--- config.mk ---
export PLATFORM = sky130hd
export DESIGN_NAME = rc4_prga_engine
export DESIGN_NICKNAME = d
export VERILOG_FILES = /design/src/rtl/rc4_prga_engine.sv
export SDC_FILE = /design/constraint.sdc
export NUM_CORES = 1
export LEC_CHECK = 0
export ABC_AREA = 1
export BUFFER_PORTS_ARGS = -buffer_cell sky130_fd_sc_hd__buf_2
export CAP_MARGIN = 30
export CORE_MARGIN = 5
export CORE_UTILIZATION = 30
export CTS_CLUSTER_SIZE = 30
export DETAILED_ROUTE_END_ITERATION = 8
export PLACE_DENSITY = 0.58
export SETUP_SLACK_MARGIN = 0.5
export SYNTH_ARGS = -nofsm -noshare
export SYNTH_HDL_FRONTEND = slang
export SYNTH_SLANG_ARGS = --single-unit
--- constraint.sdc ---
create_clock -name clk -period 2.2 [get_ports clk]
set_input_delay 0.44 -clock clk [delete_from_list [all_inputs] [get_ports clk]]
set_output_delay 0.44 -clock clk [all_outputs]
set_load 0.005 [all_outputs]
--- src/rtl/rc4_prga_engine.sv ---
// rc4_prga_engine: RC4-n PRGA phase - swaps S[i]/S[j] and writes plaintext = keystream ^ ciphertext.
// Optional `RC4_VALID_CHECK_EN: stop on the first plaintext word outside {0x20, 0x61..0x7A}.
module rc4_prga_engine #(
    parameter int W      = 8,
    parameter int MSG_AW = 5
) (
    input  logic              clk,
    input  logic              rst,
    input  logic              start,
    input  logic [MSG_AW:0]   msg_len,
    output logic              busy,
    output logic              done,
    output logic              invalid,
    output logic [W-1:0]      s_addr,
    output logic [W-1:0]      s_wdata,
    output logic              s_wren,
    input  logic [W-1:0]      s_rdata,
    output logic [MSG_AW-1:0] ct_addr,
    input  logic [W-1:0]      ct_rdata,
    output logic [MSG_AW-1:0] pt_addr,
    output logic [W-1:0]      pt_wdata,
    output logic              pt_wren
);
    typedef enum logic [3:0] {IDLE, RD_I, LAT_I, RD_J, LAT_J, WR_I, WR_J, RD_F, LAT_F, DONE} state_t;
    localparam logic [MSG_AW:0] MAX_LEN = {1'b1, {MSG_AW{1'b0}}};
    state_t state_q, state_d;
    logic [W-1:0] i_q, i_d, j_q, j_d, si_q, si_d, sj_q, sj_d;
    logic [MSG_AW-1:0] k_q, k_d;
    logic [MSG_AW:0] len_q, len_d;
    logic invalid_q, invalid_d;
    logic [W-1:0] pt_word;
    logic last, bad_word;
    assign pt_word = s_rdata ^ ct_rdata;
    // compare at MSG_AW+1 bits so a full-depth message ends at k = 2**MSG_AW-1
    assign last = {1'b0, k_q} == len_q - (MSG_AW+1)'(1);
`ifdef RC4_VALID_CHECK_EN
    if (W != 8) begin : g_bad_width
        $error("RC4_VALID_CHECK_EN requires W == 8");
    end
    assign bad_word = !(pt_word == W'(8'h20) || (pt_word >= W'(8'h61) && pt_word <= W'(8'h7A)));
`else
    assign bad_word = 1'b0;
`endif
    always_comb begin
        state_d   = state_q;
        i_d       = i_q;
        j_d       = j_q;
        si_d      = si_q;
        sj_d      = sj_q;
        k_d       = k_q;
        len_d     = len_q;
        invalid_d = invalid_q;
        case (state_q)
            IDLE: if (start) begin
                len_d     = msg_len > MAX_LEN ? MAX_LEN : msg_len;
                i_d       = W'(1);
                j_d       = '0;
                k_d       = '0;
                invalid_d = 1'b0;
                state_d   = msg_len == '0 ? DONE : RD_I;
            end
            RD_I:  state_d = LAT_I;
            LAT_I: begin
                si_d    = s_rdata;
                j_d     = j_q + s_rdata;
                state_d = RD_J;
            end
            RD_J:  state_d = LAT_J;
            LAT_J: begin
                sj_d    = s_rdata;
                state_d = WR_I;
            end
            WR_I:  state_d = WR_J;
            WR_J:  state_d = RD_F;
            RD_F:  state_d = LAT_F;
            LAT_F: begin
                invalid_d = invalid_q | bad_word;
                if (last || bad_word) begin
                    state_d = DONE;
                end else begin
                    k_d     = k_q + MSG_AW'(1);
                    i_d     = i_q + W'(1);
                    state_d = RD_I;
                end
            end
            DONE:    state_d = IDLE;
            default: state_d = IDLE;
        endcase
    end
    always_ff @(posedge clk or posedge rst) begin
        if (rst) begin
            state_q   <= IDLE;
            i_q       <= '0;
            j_q       <= '0;
            si_q      <= '0;
            sj_q      <= '0;
            k_q       <= '0;
            len_q     <= '0;
            invalid_q <= 1'b0;
        end else begin
            state_q   <= state_d;
            i_q       <= i_d;
            j_q       <= j_d;
            si_q      <= si_d;
            sj_q      <= sj_d;
            k_q       <= k_d;
            len_q     <= len_d;
            invalid_q <= invalid_d;
        end
    end
    // when i == j the WR_J write (si) lands last, leaving S unchanged
    assign s_addr   = (state_q == RD_I || state_q == WR_I) ? i_q :
                      (state_q == RD_J || state_q == WR_J) ? j_q :
                      state_q == RD_F ? si_q + sj_q : '0;
    assign s_wdata  = state_q == WR_I ? sj_q : state_q == WR_J ? si_q : '0;
    assign s_wren   = state_q == WR_I || state_q == WR_J;
    assign ct_addr  = state_q == RD_F ? k_q : '0;
    assign pt_addr  = state_q == LAT_F ? k_q : '0;
    assign pt_wdata = state_q == LAT_F ? pt_word : '0;
    assign pt_wren  = state_q == LAT_F;
    assign busy     = state_q != IDLE;
    assign done     = state_q == DONE;
    assign invalid  = invalid_q;
endmodule

==> metrics.md <==
| Metric | Value |
|---|---|
| Leading area contributor after synthesis | dfrtp_1 |
| Clk Latency, worst-skew pair | 300 ps |
| I/O Pins | 64 |
| Min Tclk post-route | 2310 ps |
| CTS Buf Count | 5 |
| Cells after DPL | 665 |
| Path type of the worst min-delay path | input port to async pin |
| Final Hold Fails | 0 |
| Mapped Cells | 464 |
| CP Class | flip-flop to output pin |
| Final worst slack | -114 ps |
| Synth area leaders | dfrtp_1 (36%), nand2_1 (16%), ha_1 (6.5%), nand3_1 (6.4%), o21ai_0 (5.8%) |
| Site Rows | 38 |
| Sink Count | 47 |
| CP Launch Type | flip-flop |
| Post-route ant nets | 0 |
| Setup crit end kind | output pin |
| CP required | 1760 ps |
| Final cycle utilization of the critical path | 1.05 |
| Input/output buffers | 62 |
| Critical path arrival | 1870 ps |
| Asr flop ratio synth | 1.00 |
| Yosys cell types | 38 |
| CTS H-Tree Depth | 2 |
| Post-synthesis sequential area ratio | 0.358 |
| CTS tree | yes |
| Vias in the first global route | 3,379 |
| Pre-Repair DR Iteration Count | 5 |
| RSZ-0062 raised after global routing | true |
| Routed len/inst | 14.2 um |
| Clock tree buffer depth | 2 |
| Syn Area/Cell | 7.08 um^2 |
| First-pass GRT wire length | 16,100 um |
| Diodes inserted | 0 |
| Clk Tree Root Cell | clkbuf_8 |
| Largest net degree at the start of global routing | 42 |
| Leakage power | 2.54 nW |
| Worst clock skew | 4.02 ps |
| CP Max Fanout | 4 |
| DR DRC count | 0 |
| Initial antenna violation count | 0 |
| Worst hold margin | 25.8 ps |
| Post-synth EDFFs | 0 |
| Non-Filler Instances | 731 |
| GP Congestion | 0.830 |
| Pwr Density | 1330 nW/um^2 |
| Syn Nets | 508 |
| Via count | 3,496 |
| Peak supply drop | 452 uV |
| Slew Limit Fails | 0 |
| Initial Util | 0.305 |
| # nets final | 634 |
| Die Footprint | 13,100 um^2 |
| Die width | 115 um |
| Synth cell count leaders | nand2_1 (142), inv_1 (48), dfrtp_1 (47) |
| Dpl hpwl | 7000 um |
| Die extent in y | 115 um |
| Clock Pin Slew Worst Setup and Hold Paths | 90 ps |
| Routed vias/inst | 4.78 |
| Overflow after GRT | 0 |
| CORE AREA | 10,800 um^2 |
| Failing checks | setup timing |
| Final setup vio count | 3 |
| Tot GR Track Use | 0.153 |
| Area share of the largest cell type after synthesis | 0.358 |
| Synthesis Warnings | 0 |
| DRT iter0 DRCs | 181 |
| Ys flop type | dfrtp_1 |
| Total power | 6.70 mW |
| Worst slack, placed | 190 ps |
| Fillers | 1,046 |
| Count leader, synth | nand2_1 |
| Synth Cell Area | 3290 um^2 |
| Yosys reg bits | 47 |
| Layout cells sized above 1 | 0.423 |
| Synth-to-layout area growth | 53.7% |
| Final wirelength | 10,300 um |
| Status | complete, but fails checks |
| Max_cap viols | 0 |
| FMAX | 432 MHz |
## power by group
| part | internal [mW] | switching [mW] |
|---|---|---|
| clock network | 0.288 | 0.304 |
| logic | 2.12 | 2.39 |
| registers | 1.21 | 0.401 |
## through the flow
| stage | TNS (ps) | utilization | area (um^2) |
|---|---|---|---|
| after global placement | 0 | 0.356 | 3840 |
| after floorplan | 0 | - | 3330 |
| after CTS | -293 | 0.432 | 4660 |
| after detailed placement | 0 | 0.356 | 3840 |
| after global routing | -605 | 0.468 | 5050 |
| final | -240 | 0.468 | 5050 |
## kinds of logic after synthesis
kind of cell / share of synthesized area
simple gates: 0.327
buf+inv: 0.0750
xor+xnor: 0.0506
flops: 0.358
compound gates: 0.112
other cells: 0.00114
fa+ha+maj: 0.0769
## layer usage
metal | track usage | share of wire
met3 | 0.0233 | 0.034
met5 | 0 | 0
met1 | 0.201 | 0.44
met4 | 0.0507 | 0.021
met2 | 0.255 | 0.50
## final timing paths
path                       startpoint  depth (start not counted)          to  slack [ps]
setup / recovery              si_q[0]                          6   s_addr[4]        -110
hold / removal                    rst                          2    len_q[4]          30
setup reg to reg           state_q[0]                         10      k_q[0]         440
hold reg to reg                j_q[3]                          2      j_q[3]         510
max in group asynchronous         rst                          3  state_q[0]        1680
min in group clk           msg_len[2]                          3    len_q[2]         370
## critical path: stages (launching register included)
cell,delay [ps]
dfrtp_1,420
ha_4,180
fa_2,390
a31oi_2,160
xor2_1,180
o211ai_1,110
buf_2,140
## final cells by class
class	instances	area [um^2]	share of cell area
flip-flops and latches	47	1180	0.234
clock buffers	8	100	0.0198
multi-input cells	355	2420	0.480
well taps	140	175	0.0347
repair buffers	127	925	0.183
inverters	54	245	0.0485
## sequential cells by signal, indices dropped and copies added (netlist names)
name / cells
i_q: 8
j_q: 8
k_q: 5
len_q: 6
si_q: 8
sj_q: 8
state_q: 4
## layout by cell type, fill, tap and decap left out, drive strengths merged
master,instances
nand2,145
buf,127
inv,53
dfrtp,47
nor2,45
nand3,43
o21ai,38
ha,17
a21oi,14
xnor2,11
xor2,8
clkbuf,8
nand4,7
nor3,4
nor3b,3
o21a,2
a32o,2
o22ai,2
fa,2
a31oi,2
clkinv,1
a41oi,1
o31ai,1
o21bai,1
o211ai,1
or2,1
a21boi,1
nand3b,1
a21o,1
nor4,1
conb,1
## repair_timing
| item | in CTS | in global routing |
|---|---|---|
| setup endpoints to repair | 51 | 73 |
| hold buffers | 0 | 0 |
| pin swaps | 33 | 45 |
| buffers inserted | 44 | 14 |
| resized for setup | 111 | 78 |
No activity file was read; power rests on OpenSTA's default activity.
